==> config.mk <==
export PLATFORM = sky130hd
export DESIGN_NAME = multicycle_control_fsm
export DESIGN_NICKNAME = d
export VERILOG_FILES = /design/src/rtl/multicycle_control_fsm.sv
export SDC_FILE = /design/constraint.sdc
export NUM_CORES = 1
export LEC_CHECK = 0
export BUFFER_PORTS_ARGS = -buffer_cell sky130_fd_sc_hd__buf_2
export CAP_MARGIN = 5
export CELL_PAD_IN_SITES_DETAIL_PLACEMENT = 1
export CELL_PAD_IN_SITES_GLOBAL_PLACEMENT = 1
export CORE_MARGIN = 2
export CORE_UTILIZATION = 30
export CTS_CLUSTER_DIAMETER = 40
export CTS_CLUSTER_SIZE = 25
export DETAILED_ROUTE_END_ITERATION = 6
export PLACE_DENSITY_LB_ADDON = 0.1
export SLEW_MARGIN = 20
export SYNTH_ARGS = -nofsm -noshare
export SYNTH_HDL_FRONTEND = slang
export SYNTH_SLANG_ARGS = --single-unit
==> constraint.sdc <==
create_clock -name clk -period 2.6 [get_ports clk]
set_input_delay 0.26 -clock clk [delete_from_list [all_inputs] [get_ports clk]]
set_output_delay 0.26 -clock clk [all_outputs]
set_load 0.01 [all_outputs]
==> src/rtl/multicycle_control_fsm.sv <==
// Multicycle RV32I control sequencer for a shared-memory datapath (PC, IR, ALU, regfile, one memory port).
// ALUControl: 0000 add, 0001 sub, 0010 and, 0011 or, 0100 xor, 0101 slt, 0110 sltu, 0111 sll, 1000 srl, 1001 sra, 1010 pass-B.
module multicycle_control_fsm #(
  parameter bit MEM_HANDSHAKE = 1'b1,
  parameter int CNT_W         = 32,
  parameter bit RESUME_EN     = 1'b1
) (
  input  logic             clk,
  input  logic             reset,
  input  logic [6:0]       op,
  input  logic [2:0]       funct3,
  input  logic             funct7b5,
  input  logic             Zero,
  input  logic             Neg,
  input  logic             Carry,
  input  logic             Ovf,
  input  logic             mem_ready,
  input  logic             resume,
  output logic             PCWrite,
  output logic             AdrSrc,
  output logic             IRWrite,
  output logic             MemWrite,
  output logic             RegWrite,
  output logic [1:0]       ResultSrc,
  output logic [1:0]       ALUSrcA,
  output logic [1:0]       ALUSrcB,
  output logic [2:0]       ImmSrc,
  output logic [3:0]       ALUControl,
  output logic             halted,
  output logic             illegal,
  output logic [CNT_W-1:0] instret
);

  typedef enum logic [3:0] {
    S_FETCH, S_DECODE, S_MEMADR, S_MEMRD, S_MEMWB, S_MEMWR, S_EXER,
    S_EXEI, S_ALUWB, S_BRANCH, S_JAL, S_JALR, S_LUI, S_HALT
  } state_t;

  localparam logic [3:0] ALU_ADD  = 4'b0000;
  localparam logic [3:0] ALU_SUB  = 4'b0001;
  localparam logic [3:0] ALU_AND  = 4'b0010;
  localparam logic [3:0] ALU_OR   = 4'b0011;
  localparam logic [3:0] ALU_XOR  = 4'b0100;
  localparam logic [3:0] ALU_SLT  = 4'b0101;
  localparam logic [3:0] ALU_SLTU = 4'b0110;
  localparam logic [3:0] ALU_SLL  = 4'b0111;
  localparam logic [3:0] ALU_SRL  = 4'b1000;
  localparam logic [3:0] ALU_SRA  = 4'b1001;
  localparam logic [3:0] ALU_PASSB = 4'b1010;

  state_t           state_q, state_d;
  logic [CNT_W-1:0] instret_q, instret_d;
  logic             halted_q, halted_d;

  logic       ready;
  logic       pc_we, ir_we, mem_we, reg_we, adr_sel, illegal_c, retire;
  logic [1:0] result_sel, src_a, src_b;
  logic [2:0] imm_sel;
  logic [3:0] alu_ctl;

  assign ready = MEM_HANDSHAKE ? mem_ready : 1'b1;

  function automatic logic [3:0] alu_decode(input logic [2:0] f3, input logic alt);
    logic [3:0] ctl;
    case (f3)
      3'b000:  ctl = alt ? ALU_SUB : ALU_ADD;
      3'b001:  ctl = ALU_SLL;
      3'b010:  ctl = ALU_SLT;
      3'b011:  ctl = ALU_SLTU;
      3'b100:  ctl = ALU_XOR;
      3'b101:  ctl = alt ? ALU_SRA : ALU_SRL;
      3'b110:  ctl = ALU_OR;
      default: ctl = ALU_AND;
    endcase
    return ctl;
  endfunction

  always_comb begin
    state_d    = state_q;
    pc_we      = 1'b0;
    ir_we      = 1'b0;
    mem_we     = 1'b0;
    reg_we     = 1'b0;
    adr_sel    = 1'b0;
    illegal_c  = 1'b0;
    retire     = 1'b0;
    result_sel = 2'b00;
    src_a      = 2'b00;
    src_b      = 2'b00;
    imm_sel    = 3'b000;
    alu_ctl    = ALU_ADD;

    case (state_q)
      S_FETCH: begin
        src_b = 2'b10;
        if (ready) begin
          ir_we   = 1'b1;
          pc_we   = 1'b1;
          state_d = S_DECODE;
        end
      end
      S_DECODE: begin
        src_a   = 2'b01;
        src_b   = 2'b01;
        imm_sel = 3'b010;
        case (op)
          7'b0000011, 7'b0100011: state_d = S_MEMADR;
          7'b0110011:             state_d = S_EXER;
          7'b0010011:             state_d = S_EXEI;
          7'b1100011:             state_d = S_BRANCH;
          7'b1101111:             state_d = S_JAL;
          7'b1100111:             state_d = S_JALR;
          7'b0110111:             state_d = S_LUI;
          7'b1110011:             state_d = S_HALT;
          default: begin
            illegal_c = 1'b1;
            state_d   = S_FETCH;
          end
        endcase
      end
      S_MEMADR: begin
        src_a   = 2'b10;
        src_b   = 2'b01;
        imm_sel = op[5] ? 3'b001 : 3'b000;
        state_d = op[5] ? S_MEMWR : S_MEMRD;
      end
      S_MEMRD: begin
        adr_sel = 1'b1;
        if (ready) state_d = S_MEMWB;
      end
      S_MEMWB: begin
        result_sel = 2'b01;
        reg_we     = 1'b1;
        retire     = 1'b1;
        state_d    = S_FETCH;
      end
      S_MEMWR: begin
        adr_sel = 1'b1;
        mem_we  = 1'b1;
        if (ready) begin
          retire  = 1'b1;
          state_d = S_FETCH;
        end
      end
      S_EXER: begin
        src_a   = 2'b10;
        alu_ctl = alu_decode(funct3, funct7b5);
        state_d = S_ALUWB;
      end
      S_EXEI: begin
        src_a   = 2'b10;
        src_b   = 2'b01;
        // Immediate adds never subtract; funct7b5 only selects srai vs srli.
        alu_ctl = alu_decode(funct3, funct7b5 && (funct3 == 3'b101));
        state_d = S_ALUWB;
      end
      S_ALUWB: begin
        reg_we  = 1'b1;
        retire  = 1'b1;
        state_d = S_FETCH;
      end
      S_BRANCH: begin
        src_a   = 2'b10;
        alu_ctl = ALU_SUB;
        case (funct3)
          3'b000:  pc_we = Zero;
          3'b001:  pc_we = ~Zero;
          3'b100:  pc_we = Neg ^ Ovf;
          3'b101:  pc_we = ~(Neg ^ Ovf);
          3'b110:  pc_we = ~Carry;
          3'b111:  pc_we = Carry;
          default: illegal_c = 1'b1;
        endcase
        retire  = 1'b1;
        state_d = S_FETCH;
      end
      S_JAL: begin
        pc_we   = 1'b1;
        src_a   = 2'b01;
        src_b   = 2'b10;
        imm_sel = 3'b011;
        state_d = S_ALUWB;
      end
      S_JALR: begin
        pc_we      = 1'b1;
        src_a      = 2'b10;
        src_b      = 2'b01;
        result_sel = 2'b10;
        state_d    = S_ALUWB;
      end
      S_LUI: begin
        src_b   = 2'b01;
        imm_sel = 3'b100;
        alu_ctl = ALU_PASSB;
        state_d = S_ALUWB;
      end
      S_HALT: begin
        if (RESUME_EN && resume) state_d = S_FETCH;
      end
      default: state_d = S_FETCH;
    endcase

    if (reset) begin
      state_d = S_FETCH;
      retire  = 1'b0;
    end
  end

  assign instret_d = retire ? instret_q + CNT_W'(1) : instret_q;
  assign halted_d  = (state_d == S_HALT);

  always_ff @(posedge clk) begin
    if (reset) begin
      state_q   <= S_FETCH;
      instret_q <= '0;
      halted_q  <= 1'b0;
    end else begin
      state_q   <= state_d;
      instret_q <= instret_d;
      halted_q  <= halted_d;
    end
  end

  // Strobes are forced low during the reset cycle whatever state is being left.
  assign PCWrite    = pc_we  & ~reset;
  assign IRWrite    = ir_we  & ~reset;
  assign MemWrite   = mem_we & ~reset;
  assign RegWrite   = reg_we & ~reset;
  assign illegal    = illegal_c & ~reset;
  assign AdrSrc     = adr_sel;
  assign ResultSrc  = result_sel;
  assign ALUSrcA    = src_a;
  assign ALUSrcB    = src_b;
  assign ImmSrc     = imm_sel;
  assign ALUControl = alu_ctl;
  assign halted     = halted_q;
  assign instret    = instret_q;

endmodule

Yosys cells after proc, flatten, opt, wreduce, memory -nomap -nowiden
Cells that the tools add are included.
{ "totals": {"input_bits": 19, "register_bits": 37, "n_memories": 0, "mem_bits_rw": 0, "romBits": 0, "latch_bits": 0} }
{ "op_classes": {"n_div": 0, "bitwise_logic": 10, "muxes": 32, "eq_ne": 30, "addsub": 1, "n_lt_le_gt_ge": 0, "multipliers": 0, "n_reduce_logical": 15, "shift": 0} }
{ "ops": {"columns": ["cell", "n"], "rows": [
  ["one-hot mux 4 bit (7 select lines)", 3],
  ["adder 32 x 1 -> 32 bit (second input constant)", 1],
  ["one-hot mux 4 bit (8 select lines)", 1],
  ["== test 4 bit (second input constant)", 7],
  ["== test 7 bit (second input constant)", 4],
  ["== test 7 x 6 -> 1 bit (second input constant)", 3],
  ["2-to-1 mux 4 bit", 5],
  ["== test 4 x 3 -> 1 bit (second input constant)", 4],
  ["one-hot mux 4 bit (4 select lines)", 1],
  ["OR reduction 5 bit", 3],
  ["2-to-1 mux 1 bit", 13],
  ["== test 3 bit (second input constant)", 4],
  ["one-hot mux 2 bit (2 select lines)", 3],
  ["one-hot mux 3 bit (4 select lines)", 1],
  ["OR reduction 2 bit", 6],
  ["OR reduction 9 bit", 1],
  ["== test 4 x 2 -> 1 bit (second input constant)", 2],
  ["== test 7 x 2 -> 1 bit (second input constant)", 1],
  ["== test 7 x 5 -> 1 bit (second input constant)", 1],
  ["== test 3 x 2 -> 1 bit (second input constant)", 2],
  ["one-hot mux 1 bit (6 select lines)", 1],
  ["OR reduction 6 bit", 1],
  ["AND 1 bit", 5],
  ["== test 4 x 1 -> 1 bit (second input constant)", 1],
  ["other kinds (10)", 14]
]} }

Logic depth before layout (Yosys ltp)
{ "depth": {"depth_word": 6, "mapped_depth": 8} }

Worst setup path after synthesis
No wires, ideal clock.
{ "synth_path": {"kind": "flip-flop to output port", "from": "register state_q[3]", "to": "output port PCWrite", "path_stages_with_launch": 7, "t_arrival_ps": 1660, "slack_ps": 680, "path_cell_list": "dfxtp_1 -> buf_4 -> clkbuf_1 -> nand2_1 -> a21oi_1 -> a211oi_1 -> a2111oi_0"} }
{ "synth_via": {"elab_chain_cells": 4} }
{ "synth_rtl": {"columns": ["item", "line", "rtl"], "rows": [
  ["from (decl)", "51", "state_t state_q, state_d;"],
  ["from (signal assigned)", "218", "state_q <= state_d;"],
  ["== test 4 bit", "93", "case (state_q)"],
  ["OR reduction 2 bit (no source line)", null, null],
  ["one-hot mux 1 bit (3 select lines) (*)", "93", null],
  ["AND 1 bit (*)", "225", "assign PCWrite = pc_we & ~reset;"],
  ["to (decl)", "19", "output logic PCWrite,"]
]} }
Mark *: on every way between the ends. The rest lies on a longest branch, timed or not.

Worst setup path in the final report
{ "layout_path": {"from": "register state_q[1]", "to": "output port ALUControl[0]"} }
{ "layout_via": {"elab_chain_cells": 2} }
{ "layout_rtl": {"columns": ["item", "line", "rtl"], "rows": [
  ["== test 4 bit / == test 4 x 3 -> 1 bit (equally long branches)", "93", null],
  ["one-hot mux 4 bit (4 select lines) (*)", "93", null],
  ["to (decl)", "28", "output logic [3:0] ALUControl,"]
]} }
Marks and branches as above.

==> results.sh <==
export IMPL_tightest_slew_ps=886
export IMPL_final_util_pct=37.8
export IMPL_syn_to_final_growth_pct=21.4
export IMPL_path_clk_slew_ps=80
export IMPL_synth_ff_latch_count=37
export IMPL_tns_ps=0
export IMPL_slew_viol_final=0
export IMPL_ant_nets=0
export IMPL_critPathMaxStageDelay_ps=660
export IMPL_firstDrtPassIters=4
export IMPL_synth_cells=310
export IMPL_fin_crit_sh_pct=89.5
export IMPL_syn_area_um2=2400
export IMPL_synth_nets=330
export IMPL_peakVddDrop_v=0.000166
export IMPL_ctsResizeCount=0
export IMPL_rows=32
export IMPL_critPathSlowestCell="dfxtp_1"
export IMPL_ys_seq_area_share_pct=30.8
export IMPL_wl_per_cell_um=15.1
export IMPL_start_util_pct=31.1
export IMPL_leakagePower_nw=1.23
export IMPL_gr_total_overflow=0
export IMPL_portBuffers=70
export IMPL_p_per_area_nw_per_um2=359
export IMPL_clock_latency_ps=290
export IMPL_clockBufferDepth=2
export IMPL_period_needed_ps=2330
export IMPL_antenna_found_initial=0
export IMPL_path_cells="inv_2, nor2_1, nand2_1, a211o_1, o21ai_0, buf_2"
export IMPL_final_common_cell="buf_2"
export IMPL_die_w_um=93.5
export IMPL_dieArea_um2=8740
export IMPL_relSlewSlack_pct=40.4
export IMPL_syn_area_per_cell_um2=7.75
export IMPL_postCtsSetupBuffers=0
export IMPL_hold_violations=0
export IMPL_synthArstFlopShare_pct=0
export IMPL_cts_tree="yes"
export IMPL_vias_per_cell=5.22
export IMPL_drt_initial_drc_count=92
export IMPL_gr_usage_all_layers_pct=16.7
export IMPL_cts_root_buf="clkbuf_8"
export IMPL_synth_edff_count=0
export IMPL_fillerInstances=987
export IMPL_grt_use_met3_pct=3.30
export IMPL_grt_setup_unrepaired="no"
export IMPL_worst_setup_path_end_kind="output port"
export IMPL_vias=2483
export IMPL_drt_wl_total_mm=7.18
export IMPL_setup_viol=0
export IMPL_synthFlopType="dfxtp_1"
export IMPL_grt_max_degree=39
export IMPL_hpwl_mm=5.36
export IMPL_grtUsageMet2_pct=27.0
export IMPL_crit_fanout=16
export IMPL_nets=395
export IMPL_final_cell_mix="buf_2 (70), dfxtp_1 (37), nor2_1 (31)"
export IMPL_cp_arrival_ps=2070
export IMPL_busiest_layer="met2"
export IMPL_critical_path_class="flip-flop to output port"
export IMPL_die_h_um=93.5
export IMPL_ys_types=59
export IMPL_htreeDepth=2
export IMPL_grt_pass1_vias=2382
export IMPL_hp_class="primary input to flip-flop"
export IMPL_coreArea_um2=7730
export IMPL_whs_path_depth=3
export IMPL_drc=0
export IMPL_outcome="finished, final reports clean"
export IMPL_hold_buffers=0
export IMPL_io_pins=71
export IMPL_cts_buffers=5
export IMPL_skew_ps=9.40
export IMPL_diodes=0
export IMPL_drive_gt1_share_pct=26.2
export IMPL_cp_data_required_time_ps=2340
export IMPL_grt_pass1_wl_mm=11.7
export IMPL_drv_cap=0
export IMPL_yosysWarnings=0
export IMPL_cts_sinks=37
export IMPL_routabilityCongestion=0.764
export IMPL_fmax_mhz=430
export IMPL_use_met1_pct=23.3
export IMPL_start_kind="flip-flop"
export IMPL_reg2reg_depth=5
## cells by family after synthesis
logic type,after synthesis,synth area share [%]
AO/OA/AOI/OAI,72,18.8
XOR/XNOR,19,6.92
AND/OR/NAND/NOR,140,33.4
flip-flops,37,30.8
multiplexers,7,3.02
adder cells (fa/ha/maj),1,0.520
buffers and inverters,34,6.51
## power by group
group	internal, mW	switching [mW]
clock	0.176	0.194
combinational	0.0426	0.0623
sequential	0.568	0.00492
total	0.787	0.262
## final cells by class
class	instances	area (um^2)	area share [%]
multi-input cells	239	1510	51.6
flip-flops and latches	37	741	25.4
repair buffers	80	425	14.6
well taps	102	128	4.37
clock buffers	5	68.8	2.36
inverters	12	45.0	1.54
clock inverters	1	5.00	0.171
## stage by stage
step	area (um^2)	power, mW	hold WS [ps]	setup slack, ps	cells
6_report	2920	1.05	312	273	476
5_1_grt	2920	1.11	340	78.1	476
4_1_cts	2920	1.07	317	238	476
3_5_place_dp	2850	0.692	488	429	470
3_3_place_gp	2850	0.692	479	517	470
2_1_floorplan	2400	0.648	426	680	310
## worst max-delay path: cells and delay by family (launching register included)
family | cells | cell delay, ps
AO/OA/AOI/OAI | 2 | 370
buffers and inverters | 2 | 310
flip-flops | 1 | 660
AND/OR/NAND/NOR | 2 | 450
## sequential cells by signal (all words and copies together) (netlist names)
signal   count
halted       1
instret     32
state_q      4
## path summary, 6_finish.rpt
check | from | endpoint | slack [ps]
worst max-delay path | state_q[1]$_SDFF_PP0_ | ALUControl[0] | 270
worst min-delay path | reset | instret[17]$_SDFFE_PP0P_ | 310
worst max register to register | state_q[3]$_SDFF_PP0_ | instret[31]$_SDFFE_PP0P_ | 390
worst min register to register | instret[24]$_SDFFE_PP0P_ | instret[24]$_SDFFE_PP0P_ | 500
## cells in the mapped netlist (all sizes together) (4+ instances only)
cell / number / area share [%]
xor2: 10 / 3.6
xnor2: 9 / 3.3
and4: 4 / 1.5
inv: 12 / 1.9
nor2: 31 / 4.8
o21ai: 18 / 3.7
and3: 4 / 1.0
dfxtp: 37 / 31
or3: 9 / 2.6
clkbuf: 14 / 2.2
buf: 8 / 2.4
or4: 5 / 1.6
nand2: 20 / 3.1
nor3: 9 / 2.3
nor2b: 6 / 1.9
nand2b: 9 / 2.3
mux2i: 5 / 2.1
nand4b: 4 / 1.5
o31ai: 6 / 1.9
nand3: 15 / 3.1
nand4: 9 / 2.9
nor4: 4 / 1.3
a21oi: 26 / 5.6
## routing by layer
layer / vias to the layer above / wire, um
met4: 0 / 34
met1: 1192 / 3550
met2: 46 / 3300
li1: 1241 / -
met3: 4 / 300
met5: - / 0
Note: power is estimated with default switching activity, not from simulation.
